### config.mk
export PLATFORM = sky130hd
export DESIGN_NAME = xor_stream_decryptor_flat
export DESIGN_NICKNAME = d
export VERILOG_FILES = /design/src/rtl/xor_stream_decryptor_if.sv /design/src/rtl/xor_stream_decryptor.sv /design/src/flat_wrapper.sv
export SDC_FILE = /design/constraint.sdc
export NUM_CORES = 1
export LEC_CHECK = 0
export ABC_CLOCK_PERIOD_IN_PS = 1350
export CAP_MARGIN = 10
export CORE_MARGIN = 3
export CORE_UTILIZATION = 25
export CTS_CLUSTER_DIAMETER = 30
export DETAILED_ROUTE_END_ITERATION = 10
export GPL_TIMING_DRIVEN = 0
export SLEW_MARGIN = 15
export SYNTH_ARGS = -nofsm -noshare
export SYNTH_HDL_FRONTEND = slang
export SYNTH_SLANG_ARGS = --single-unit
### constraint.sdc
create_clock -name clk -period 1.35 [get_ports clk]
set_input_delay 0.27 -clock clk [delete_from_list [all_inputs] [get_ports clk]]
set_output_delay 0.27 -clock clk [all_outputs]
set_load 0.005 [all_outputs]
### src/rtl/xor_stream_decryptor_if.sv
// Byte-stream handshake bundle for the XOR stream decryptor: key load, ciphertext in,
// plaintext out, plus frame status.
interface xor_stream_decryptor_if;
    logic       key_load;
    logic [7:0] key_in;
    logic       in_valid;
    logic [7:0] in_data;
    logic       in_last;
    logic       in_ready;
    logic       out_valid;
    logic [7:0] out_data;
    logic       out_last;
    logic       out_ready;
    logic [7:0] byte_count;
    logic       key_err;

    modport master (
        output key_load, key_in, in_valid, in_data, in_last, out_ready,
        input  in_ready, out_valid, out_data, out_last, byte_count, key_err
    );

    modport slave (
        input  key_load, key_in, in_valid, in_data, in_last, out_ready,
        output in_ready, out_valid, out_data, out_last, byte_count, key_err
    );
endinterface

### src/rtl/xor_stream_decryptor.sv
// XOR stream decryptor: a Galois LFSR keystream seeded per frame by key_load, XORed onto
// each accepted ciphertext byte into a single-entry registered output stage.
module xor_stream_decryptor #(
    parameter logic [7:0] LFSR_TAPS = 8'hB8
) (
    input logic                     clk,
    input logic                     rst,
    xor_stream_decryptor_if.slave   bus
);

    typedef enum logic [0:0] {StIdle, StRun} state_e;

    state_e     state_q, state_d;
    logic [7:0] ks_q, ks_d;
    logic [7:0] out_data_q, out_data_d;
    logic [7:0] byte_count_q, byte_count_d;
    logic       out_valid_q, out_valid_d;
    logic       out_last_q, out_last_d;
    logic       key_err_q, key_err_d;
    logic       in_ready;
    logic       accept;

    always_comb begin
        state_d      = state_q;
        ks_d         = ks_q;
        out_data_d   = out_data_q;
        byte_count_d = byte_count_q;
        out_valid_d  = out_valid_q;
        out_last_d   = out_last_q;
        key_err_d    = key_err_q;

        // Output register frees up either when empty or when drained this cycle.
        in_ready = (state_q == StRun) && (!out_valid_q || bus.out_ready);
        accept   = bus.in_valid && in_ready;

        if (accept) begin
            out_valid_d = 1'b1;
            out_data_d  = bus.in_data ^ ks_q;
            out_last_d  = bus.in_last;
        end else if (bus.out_ready) begin
            out_valid_d = 1'b0;
        end

        unique case (state_q)
            StIdle: begin
                if (bus.key_load) begin
                    // An all-zero seed would lock the LFSR, so substitute 1.
                    ks_d         = (bus.key_in == 8'h00) ? 8'h01 : bus.key_in;
                    byte_count_d = 8'h00;
                    key_err_d    = 1'b0;
                    state_d      = StRun;
                end
            end
            StRun: begin
                if (bus.key_load) begin
                    key_err_d = 1'b1;
                end
                if (accept) begin
                    ks_d         = (ks_q >> 1) ^ (ks_q[0] ? LFSR_TAPS : 8'h00);
                    byte_count_d = byte_count_q + 8'd1;
                    if (bus.in_last) begin
                        state_d = StIdle;
                    end
                end
            end
        endcase
    end

    always_ff @(posedge clk or posedge rst) begin
        if (rst) begin
            state_q      <= StIdle;
            ks_q         <= 8'h01;
            out_data_q   <= 8'h00;
            byte_count_q <= 8'h00;
            out_valid_q  <= 1'b0;
            out_last_q   <= 1'b0;
            key_err_q    <= 1'b0;
        end else begin
            state_q      <= state_d;
            ks_q         <= ks_d;
            out_data_q   <= out_data_d;
            byte_count_q <= byte_count_d;
            out_valid_q  <= out_valid_d;
            out_last_q   <= out_last_d;
            key_err_q    <= key_err_d;
        end
    end

    assign bus.in_ready   = in_ready;
    assign bus.out_valid  = out_valid_q;
    assign bus.out_data   = out_data_q;
    assign bus.out_last   = out_last_q;
    assign bus.byte_count = byte_count_q;
    assign bus.key_err    = key_err_q;

endmodule

### src/flat_wrapper.sv
// flat-port wrapper written by rule: the top's interface ports become plain ports
module xor_stream_decryptor_flat 
#(
    parameter logic [7:0] LFSR_TAPS = 8'hB8
)
  (clk, rst, bus_key_load, bus_key_in, bus_in_valid, bus_in_data, bus_in_last, bus_out_ready, bus_in_ready, bus_out_valid, bus_out_data, bus_out_last, bus_byte_count, bus_key_err);
  xor_stream_decryptor_if bus_i ();
  input logic clk;
  input logic rst;
  input wire logic [$bits(bus_i.key_load)-1:0] bus_key_load;
  input wire logic [$bits(bus_i.key_in)-1:0] bus_key_in;
  input wire logic [$bits(bus_i.in_valid)-1:0] bus_in_valid;
  input wire logic [$bits(bus_i.in_data)-1:0] bus_in_data;
  input wire logic [$bits(bus_i.in_last)-1:0] bus_in_last;
  input wire logic [$bits(bus_i.out_ready)-1:0] bus_out_ready;
  output wire logic [$bits(bus_i.in_ready)-1:0] bus_in_ready;
  output wire logic [$bits(bus_i.out_valid)-1:0] bus_out_valid;
  output wire logic [$bits(bus_i.out_data)-1:0] bus_out_data;
  output wire logic [$bits(bus_i.out_last)-1:0] bus_out_last;
  output wire logic [$bits(bus_i.byte_count)-1:0] bus_byte_count;
  output wire logic [$bits(bus_i.key_err)-1:0] bus_key_err;
  assign bus_i.key_load = bus_key_load;
  assign bus_i.key_in = bus_key_in;
  assign bus_i.in_valid = bus_in_valid;
  assign bus_i.in_data = bus_in_data;
  assign bus_i.in_last = bus_in_last;
  assign bus_i.out_ready = bus_out_ready;
  assign bus_in_ready = bus_i.in_ready;
  assign bus_out_valid = bus_i.out_valid;
  assign bus_out_data = bus_i.out_data;
  assign bus_out_last = bus_i.out_last;
  assign bus_byte_count = bus_i.byte_count;
  assign bus_key_err = bus_i.key_err;
  xor_stream_decryptor #(.LFSR_TAPS(LFSR_TAPS)) u_core (.clk(clk), .rst(rst), .bus(bus_i));
endmodule
After elaboration in Yosys (flattened, before gate mapping)
Index checks and enable logic that the tools add are counted.
{ "classes": {"bitwise_logic": 3, "n_mux": 17, "n_eq_ne": 3, "n_addsub": 1, "div": 0, "n_shift": 0, "multipliers": 0, "n_reduce_logical": 8, "order_cmp": 0} }
{ "ops": {"columns": ["op", "count"], "rows": [
  ["$mux W8", 6],
  ["$pmux W8 S2", 2],
  ["$add A8 B1 Y8 const B", 1],
  ["$logic_not A8 Y1", 1],
  ["$xor A7 B8 Y8", 1],
  ["$xor A8 B8 Y8", 1],
  ["$mux W1", 7],
  ["$ne A2 B2 Y1 const B", 3],
  ["$pmux W1 S2", 2],
  ["$reduce_and A2 Y1", 2],
  ["$logic_and A1 B1 Y1", 2],
  ["$reduce_bool A2 Y1", 1],
  ["$logic_not A1 Y1", 1],
  ["$logic_or A1 B1 Y1", 1],
  ["$not A1 Y1", 1]
]} }
{ "word_totals": {"ff_bits": 28, "rom_bits": 0, "memories": 0, "out_inout_bits": 20, "word_cells": 39, "in_bits": 22, "latchBits": 0, "ram_bits": 0} }

Longest topological paths before layout
Gate-level depths: netlist of run 1.
{ "logic_depth": {"depth_word": 6, "mapped_depth": 6, "depth_no_buf": 5} }

Worst setup path before layout of run 1
OpenSTA, ideal clock, no wires.
{ "synth_path": {"kind": "register to register", "startpoint": "register u_core.out_valid_q, in the netlist u_core.bus.out_valid", "endpoint": "register u_core.byte_count_q[7], in the netlist u_core.bus.byte_count[7]", "slack_ns": 0.166, "arrival_ns": 1.063, "period_less_slack_ns": 1.184, "required_time_ns": 1.230, "setup_time_ns": 0.120, "stages_incl_launch_ff": 5, "path_buffers": 0, "path_cell_list": "dfrtp_1 > nor2b_1 > nor3_2 > a31oi_1 > a41o_1"} }
{ "synth_via": {"elab_chain_cells": 6} }
{ "synth_rtl": {"columns": ["element", "line", "text"], "rows": [
  ["from (decl)", "xor_stream_decryptor.sv:17", "logic out_valid_q, out_valid_d;"],
  ["from (signal assigned)", "xor_stream_decryptor.sv:83", "out_valid_q <= out_valid_d;"],
  ["$logic_not A1 Y1", "xor_stream_decryptor.sv:33", "in_ready = (state_q == StRun) && (!out_valid_q || bus.out_ready);"],
  ["$logic_or A1 B1 Y1", "xor_stream_decryptor.sv:33", null],
  ["$logic_and A1 B1 Y1", "xor_stream_decryptor.sv:33", null],
  ["$logic_and A1 B1 Y1", "xor_stream_decryptor.sv:34", "accept = bus.in_valid && in_ready;"],
  ["$ne A2 B2 Y1 (no line)", null, null],
  ["$reduce_and A2 Y1 (no line)", null, null],
  ["to (signal assigned)", "xor_stream_decryptor.sv:82", "byte_count_q <= byte_count_d;"],
  ["to (decl)", "xor_stream_decryptor.sv:16", "logic [7:0] byte_count_q, byte_count_d;"]
]} }
No other way between the ends.
A chain may end at the register's enable or synchronous reset.

Worst setup path after layout of run 1
{ "layout_path": {"startpoint": "input port bus_out_ready", "endpoint": "output port bus_in_ready"} }
{ "layout_via": {"elab_chain_cells": 2} }
{ "layout_rtl": {"columns": ["element", "line", "text"], "rows": [
  ["from (decl)", "flat_wrapper.sv:15", "input wire logic [$bits(bus_i.out_ready)-1:0] bus_out_ready;"],
  ["$logic_or A1 B1 Y1", "xor_stream_decryptor.sv:33", null],
  ["$logic_and A1 B1 Y1", "xor_stream_decryptor.sv:33", null],
  ["to (decl)", "flat_wrapper.sv:16", "output wire logic [$bits(bus_i.in_ready)-1:0] bus_in_ready;"]
]} }
No other way between the ends.

==> impl_metrics.yaml, run 1 <==
status:
  status: "finished with violations"
  violations: "setup timing"
setup_path:
  r2r_cells: 6
  r2r_start: "u_core.state_q$_DFF_PP0_"
  worstPathCellList: "clkdlybuf4s50_1 -> nand2b_4 -> and2_4 -> buf_6"
  reg2reg_setup_slack_ps: 0
  cpPeakStageDelay_ps: 430
  timing.rr.end: "u_core.ks_q[3]$_DFFE_PP0P_"
  critical_path_class: "primary input to primary output"
  crit_path_end_kind: "primary output"
  cp_max_fo: 2
  cp.required_ps: 1080
  slowest_stage: "clkdlybuf4s50_1"
  cp-start-kind: "primary input"
  cp.arrival_ps: 1110
detailed_routing:
  postRouteWirelength_mm: 3.63
  antenna_left: 0
  first_pass_iters: 4
  via_count: 1225
  drc: 0
  viasPerCell: 4.38
  drtIter0Drc: 53
  wire_per_inst_um: 13.0
synth:
  synth-seq-cells: 28
  syn_avg_cell_area_um2: 9.97
  postSynthCellCount: 138
  yosysSeqAreaShare_pct: 51.0
  synth_fp_nets: 161
  yosys_warnings: 0
  netlist_area_um2: 1380
  yosysUniqueCellTypes: 34
sta:
  slew_viol_final: 0
  fmax_ghz: 0.726
  clock_skew_ps: 2.84
  final.setup.tns_ps: -26.7
  hold_viol: 0
  setup_viol: 1
  period_share_pct: 102
  fin_ws_ps: -26.7
  rsz0062_at_grt: "true"
  maxSlewHeadroom_pct: 32.5
  tightest_slew_ps: 1010
  post-route-min-period_ps: 1380
die:
  die_h_um: 80.2
  core_um2: 5200
  design.die.area_um2: 6430
  start_util_pct: 26.4
  io_pins: 42
  die_width_um: 80.2
  rows: 26
finish:
  fin_util_pct: 43.6
  fin_area_um2: 2270
  antenna_cells: 0
  area_growth_pct: 64.8
  fin_nets: 234
  layout-drive-gt1-share_pct: 29.0
global_routing:
  grt-ovfl-total: 0
  antenna_found_initial: 0
  grt_pass1_wl_mm: 5.80
  grt_pass1_vias: 1216
  track_usage_pct: 11.6
  grt_max_degree: 29
clock_tree:
  clk_path_buf_depth: 2
  numClockSinks: 28
  cts-htree-levels: 1
  cts_made_buffers: 3
  path_clk_slew_ps: 100
  cts_tree: "built"
  hold_buffers: 0
  cts_root_buffer: "clkbuf_8"
  worstSkewPairLatency_ps: 270
placement:
  port_buffers: 41
  place_congestion: 0.740
  hpwl_mm: 2.42
  place_area_um2: 1870
  pre_cts_slack_ps: -619
flow_run:
  cap_viol_max_count: 0
hold_path:
  hp-class: "primary input to async pin"
power:
  peakVddDrop_mv: 0.771
  leakagePower_nw: 1.08
  power_mw: 4.35
  power_density_nw_per_um2: 1920
-- flip-flops by register name, summed over array words and instances (netlist names) --
name                   flops
u_core.bus.byte_count      8
u_core.bus.key_err         1
u_core.bus.out_data        8
u_core.bus.out_last        1
u_core.bus.out_valid       1
u_core.ks_q                8
u_core.state_q             1
-- cells by family after synthesis --
group,synth area share [%]
compound gates,11.6
flops,51.0
buf+inv,3.36
simple gates,19.0
xor+xnor,8.91
mux,5.18
fa+ha+maj,0.909
-- synthesized netlist by cell type, drive strengths merged --
cell	n	share of area [%]
nand2	30	8.9
dfrtp	27	49
o21ai	22	8.0
xnor2	12	7.6
mux2i	6	4.4
nor2	6	1.8
nand3	5	1.8
buf	4	2.8
a21oi	3	1.9
nor2b	3	1.5
and2	2	1.1
nand2b	2	0.91
nor3	2	1.1
nor4	2	0.91
xor2	2	1.3
a21o	1	0.55
a31oi	1	0.45
a41o	1	0.73
and3	1	0.45
clkbuf	1	0.27
dfstp	1	1.9
ha	1	0.91
inv	1	0.27
mux2	1	0.82
nand4	1	0.45
-- power breakdown --
group	internal, mW	total, mW	switching, mW
registers	1.18	1.43	0.248
clock network	0.397	0.668	0.272
logic	1.28	2.25	0.972
-- cells in the final DEF, fill, tap and decap left out, types with 3 or more instances in the layout --
| master | Yosys | final |
|---|---|---|
| nand2_1 | 28 | 20 |
| nand3_1 | 5 | 5 |
| o21ai_1 | 3 | 5 |
| dfrtp_1 | 27 | 27 |
| nand2_2 | 1 | 8 |
| dlygate4sd2_1 | 0 | 19 |
| mux2i_1 | 6 | 6 |
| buf_6 | 3 | 4 |
| xnor2_1 | 12 | 12 |
| clkdlybuf4s50_1 | 0 | 21 |
| nor2_1 | 5 | 5 |
| clkbuf_8 | 0 | 3 |
| buf_4 | 0 | 24 |
| o21ai_0 | 19 | 14 |
| o21ai_2 | 0 | 3 |
-- worst max path at each step --
stage                                      from                                   end  slack, ps  depth (start not counted)
6_report                          bus_out_ready                          bus_in_ready        -30                          4
5_1_grt                u_core.state_q$_DFF_PP0_                          bus_in_ready        -80                          3
4_1_cts                u_core.state_q$_DFF_PP0_                          bus_in_ready        -90                          4
3_5_place_dp                      bus_out_ready                          bus_in_ready       -620                          4
3_3_place_gp                      bus_out_ready                          bus_in_ready       -620                          4
2_1_floorplan  u_core.bus.out_valid$_DFFE_PP0P_  u_core.bus.byte_count[7]$_DFFE_PP0P_        170                          4
-- layer usage --
layer | GRT usage, % | part of all wire [%]
met5 | 0 | 0
met1 | 15.1 | 45
met3 | 1.68 | 3.2
met4 | 4.22 | 1.1
met2 | 19.5 | 51
-- worst max-delay path: cells and delay by family --
family | cells | cell delay [ps]
buffers and inverters | 2 | 540
AND/OR/NAND/NOR | 2 | 300
-- layout make-up --
cell class | instances | area (um^2)
Timing Repair Buffer | 69 | 636
Sequential cell | 28 | 702
Clock inverter | 1 | 30.0
Tap cell | 70 | 87.6
Fill cell | 512 | 2940
Multi-Input combinational cell | 104 | 712
Clock buffer | 3 | 41.3
Inverter | 1 | 3.75
Buffer | 4 | 56.3
-- through the flow --
step / hold WS, ps / std cells
floorplan: 335 / 138
global placement: 462 / 249
detailed placement: 472 / 249
CTS: 497 / 271
global route: 471 / 280
finish: 404 / 280
-- repair_timing --
| action | in CTS | in global routing |
|---|---|---|
| setup endpoints to repair | 34 | 23 |
| resized for setup | 36 | 22 |
| gates cloned | 1 | 1 |
| buffers inserted | 17 | 9 |
| pin swaps | 1 | 6 |
Note: power is estimated with default switching activity, not from simulation.
==> run 2: changes to the inputs <==
--- a/config.mk
+++ b/config.mk
@@ -8,10 +8,11 @@
 export ABC_CLOCK_PERIOD_IN_PS = 1350
 export CAP_MARGIN = 10
 export CORE_MARGIN = 3
-export CORE_UTILIZATION = 25
+export CORE_UTILIZATION = 46
 export CTS_CLUSTER_DIAMETER = 30
 export DETAILED_ROUTE_END_ITERATION = 10
 export GPL_TIMING_DRIVEN = 0
+export PLACE_DENSITY = 0.79
 export SLEW_MARGIN = 15
 export SYNTH_ARGS = -nofsm -noshare
 export SYNTH_HDL_FRONTEND = slang
==> impl_metrics.yaml, run 2 (synthesized netlist as in run 1, its figures left out) <==
global_routing:
  grt-ovfl-total: 0
  grt_max_degree: 29
  grt_pass1_vias: 1232
  track_usage_pct: 20.1
  grt_pass1_wl_mm: 5.43
  antenna_found_initial: 0
setup_path:
  cp.required_ps: 1080
  cp_max_fo: 3
  r2r_cells: 5
  crit_path_end_kind: "primary output"
  critical_path_class: "primary input to primary output"
  cp.arrival_ps: 1130
  cp-start-kind: "primary input"
die:
  start_util_pct: 49.1
  die_h_um: 60.7
  rows: 19
  die_width_um: 60.7
  core_um2: 2810
  io_pins: 42
  design.die.area_um2: 3680
clock_tree:
  numClockSinks: 28
  worstSkewPairLatency_ps: 330
  clk_path_buf_depth: 2
  cts_tree: "built"
  hold_buffers: 0
  cts-htree-levels: 1
  cts_root_buffer: "clkbuf_4"
  path_clk_slew_ps: 150
  cts_made_buffers: 3
power:
  power_mw: 3.64
  peakVddDrop_mv: 0.957
  power_density_nw_per_um2: 1820
  leakagePower_nw: 0.976
finish:
  multi_input_area_um2: 667
  layout_commonest_cell: "nand2_1"
  fin_nets: 223
  fillerInstances: 208
  layout-drive-gt1-share_pct: 20.6
  fin_area_um2: 2000
  final_cell_mix: "nand2_1, dfrtp_1, clkdlybuf4s50_1"
  antenna_cells: 0
  layout.area.seq_um2: 702
  area_growth_pct: 45.6
sta:
  maxSlewHeadroom_pct: 34.7
  clock_skew_ps: 5.02
  period_share_pct: 104
  tightest_slew_ps: 974
  fin_ws_ps: -54.0
  post-route-min-period_ps: 1400
  hold_viol: 0
  rsz0062_at_grt: "true"
  setup_viol: 1
  fmax_ghz: 0.712
  slew_viol_final: 0
placement:
  place_area_um2: 1830
  place_congestion: 0.772
  port_buffers: 41
  pre_cts_slack_ps: -635
  hpwl_mm: 2.37
detailed_routing:
  antenna_left: 0
  postRouteWirelength_mm: 3.26
  wire_per_inst_um: 14.2
  via_count: 1219
  drc: 0
  drtIter0Drc: 47
  viasPerCell: 5.30
  first_pass_iters: 4
flow_run:
  cap_viol_max_count: 0
hold_path:
  hp-class: "primary input to async pin"
status:
  status: "finished with violations"
  violations: "setup timing"
-- run 2: final timing paths --
path	from	endpoint	slack [ps]
setup reg to reg	u_core.state_q$_DFF_PP0_	u_core.bus.byte_count[7]$_DFFE_PP0P_	0
max in group asynchronous	rst	u_core.bus.byte_count[4]$_DFFE_PP0P_	580
setup / recovery	bus_out_ready	bus_in_ready	-50
hold reg to reg	u_core.bus.out_data[4]$_DFFE_PP0P_	u_core.bus.out_data[4]$_DFFE_PP0P_	490
hold / removal	rst	u_core.bus.out_data[2]$_DFFE_PP0P_	330
min in group clk	u_core.bus.out_data[4]$_DFFE_PP0P_	u_core.bus.out_data[4]$_DFFE_PP0P_	490
-- run 2: area by class of cell --
class                           instances  area share, %
Buffer                                  4           2.06
Timing Repair Buffer                   58           25.7
Sequential cell                        28           35.0
Multi-Input combinational cell        104           33.3
Inverter                                1          0.187
Clock buffer                            4           1.81
Tap cell                               31           1.94
-- run 2: report_power, final --
| part | total [mW] | switching, mW | leakage, nW | internal (mW) |
|---|---|---|---|---|
| combinational | 1.82 | 0.831 | 0.605 | 0.993 |
| clock | 0.413 | 0.248 | 0.0210 | 0.165 |
| sequential | 1.41 | 0.231 | 0.350 | 1.18 |
| total | 3.64 | 1.31 | 0.976 | 2.34 |
-- run 2: through the flow --
stage	TNS, ps	hold slack, ps	cells	utilization [%]
after CTS	-1210	497	228	70.5
after detailed placement	-13390	470	210	65.1
after floorplan	0	335	138	-
after global placement	-12020	460	210	65.1
after global routing	-1440	382	230	71.5
final	-54.0	330	230	71.5
-- run 2: routing by layer --
metal	global-route usage [%]	part of all wire [%]
met1	25.9	43
met3	2.55	5.1
met5	0	0
met4	8.36	1.3
met2	33.9	51
-- run 2: worst max-delay path, cell delays in order --
cell and delay, ps:
clkdlybuf4s50_1 490, nand2b_4 150, and2_4 140, buf_6 80
-- run 2: timing repair --
item / 4_1_cts / 5_1_grt
setup buffers: 14 / 3
gates resized for setup: 33 / 4
endpoints found under the setup margin: 20 / 25
pin swaps: 1 / 1
==> run 3: changes to the inputs <==
--- a/config.mk
+++ b/config.mk
@@ -13,6 +13,7 @@
 export DETAILED_ROUTE_END_ITERATION = 10
 export GPL_TIMING_DRIVEN = 0
 export PLACE_DENSITY = 0.79
+export SETUP_SLACK_MARGIN = 0.4
 export SLEW_MARGIN = 15
 export SYNTH_ARGS = -nofsm -noshare
 export SYNTH_HDL_FRONTEND = slang
==> impl_metrics.yaml, run 3 (synthesized netlist as in run 1, its figures left out) <==
status:
  status: "finished with violations"
  violations: "setup timing"
setup_path:
  slowest_stage: "dfrtp_1"
  crit_start: "u_core.state_q$_DFF_PP0_"
  reg2reg_setup_slack_ps: -100
  cp.required_ps: 1080
  r2r_cells: 7
  cp.arrival_ps: 1220
  cp_max_fo: 2
  crit_family: "flip-flops"
  worst-path-buf-inv: 3
  cp_common_cell: "buf_6"
  critical_path_class: "flop to primary output"
  crit_path_end_kind: "primary output"
  cpPeakStageDelay_ps: 400
  worstPathCellList: "buf_6 -> clkbuf_16 -> and2_4 -> buf_6"
  timing.rr.end: "u_core.ks_q[5]$_DFFE_PP0P_"
  r2r_start: "u_core.state_q$_DFF_PP0_"
  cp-start-kind: "flop"
global_routing:
  grt_pass1_wl_mm: 5.91
  track_usage_pct: 21.5
  grt-ovfl-total: 0
  antenna_found_initial: 0
  grt_pass1_vias: 1315
  grt_max_degree: 29
clock_tree:
  hold_buffers: 0
  worstSkewPairLatency_ps: 330
  clk_path_buf_depth: 2
  path_clk_slew_ps: 150
  cts_made_buffers: 3
  cts_tree: "built"
  cts_root_buffer: "clkbuf_4"
  cts-htree-levels: 1
  numClockSinks: 28
power:
  leakagePower_nw: 1.00
  peakVddDrop_mv: 1.32
  power_mw: 4.04
  power_density_nw_per_um2: 1970
sta:
  rsz0062_at_grt: "true"
  clock_skew_ps: 2.03
  hold_viol: 0
  slew_viol_final: 0
  final.setup.tns_ps: -1070
  post-route-min-period_ps: 1490
  maxSlewHeadroom_pct: 60.4
  fmax_ghz: 0.672
  fin_ws_ps: -139
  setup_viol: 20
  period_share_pct: 110
  tightest_slew_ps: 592
die:
  die_h_um: 60.7
  io_pins: 42
  die_width_um: 60.7
  rows: 19
  core_um2: 2810
  design.die.area_um2: 3680
  start_util_pct: 49.1
finish:
  multi_input_area_um2: 691
  area_growth_pct: 49.0
  final_cell_mix: "nand2_1, dfrtp_1, clkdlybuf4s50_1"
  layout.area.seq_um2: 702
  fin_util_pct: 73.1
  antenna_cells: 0
  layout-drive-gt1-share_pct: 33.2
  post_layout_nonfiller_instances: 236
  fin_nets: 229
  layout_commonest_cell: "nand2_1"
  fillerInstances: 207
detailed_routing:
  drc: 0
  viasPerCell: 5.34
  via_count: 1261
  wire_per_inst_um: 15.6
  antenna_left: 0
  postRouteWirelength_mm: 3.68
  drtIter0Drc: 46
  first_pass_iters: 4
placement:
  port_buffers: 41
  pre_cts_slack_ps: -677
  place_congestion: 0.800
  hpwl_mm: 2.31
  dp.cells: 210
hold_path:
  hp-class: "primary input to async pin"
flow_run:
  cap_viol_max_count: 0
## run 3: changes by cell type in the layout (fill, tap and decap cells not counted), moves of 2 or more
cell and delta:
dlygate4sd2_1 -19, buf_2 +18, buf_6 +4, buf_4 +3
clkbuf_8 -2
## run 3: report_power, final
part	internal, mW	total, mW	leakage (nW)	switching (mW)
clock	0.301	0.556	0.0279	0.255
sequential	1.18	1.41	0.350	0.237
combinational	1.11	2.07	0.623	0.960
total	2.59	4.04	1.00	1.45
## run 3: what timing repair did
action | in CTS | in global routing
pin swaps | 1 | 1
endpoints found under the setup margin | 76 | 48
buffers inserted | 17 | 4
gates resized for setup | 96 | 1
cloned | 1 | 0
## run 3: final cells by class
cell class | count | area share (%)
clock buffers | 3 | 1.10
clock inverters | 1 | 1.46
flip-flops and latches | 28 | 34.2
inverters | 1 | 0.366
multi-input cells | 104 | 33.7
plain buffers | 5 | 3.11
repair buffers | 63 | 24.2
well taps | 31 | 1.89
## run 3: worst max path at each step
stage / end / cells after the start
3_3_place_gp: bus_in_ready / 4
4_1_cts: bus_in_ready / 4
3_5_place_dp: bus_in_ready / 4
5_1_grt: bus_in_ready / 4
6_report: bus_in_ready / 4
2_1_floorplan: u_core.bus.out_data[0]$_DFFE_PP0P_ / 6
## run 3: per-stage QoR
step           hold WS [ps]  area [um^2]
5_1_grt                 369         2050
3_5_place_dp            463         1860
2_1_floorplan           335         1410
3_3_place_gp            460         1860
4_1_cts                 342         2020
6_report                321         2050
## run 3: metal layers
| metal | share of wire (%) | vias up | wire length [um] | track usage [%] |
|---|---|---|---|---|
| li1 | - | 599 | - | - |
| met3 | 5.3 | 4 | 195 | 4.47 |
| met5 | 0 | - | 0 | 0 |
| met1 | 41 | 625 | 1530 | 27.9 |
| met4 | 1.0 | 0 | 37 | 6.50 |
| met2 | 52 | 33 | 1920 | 36.2 |
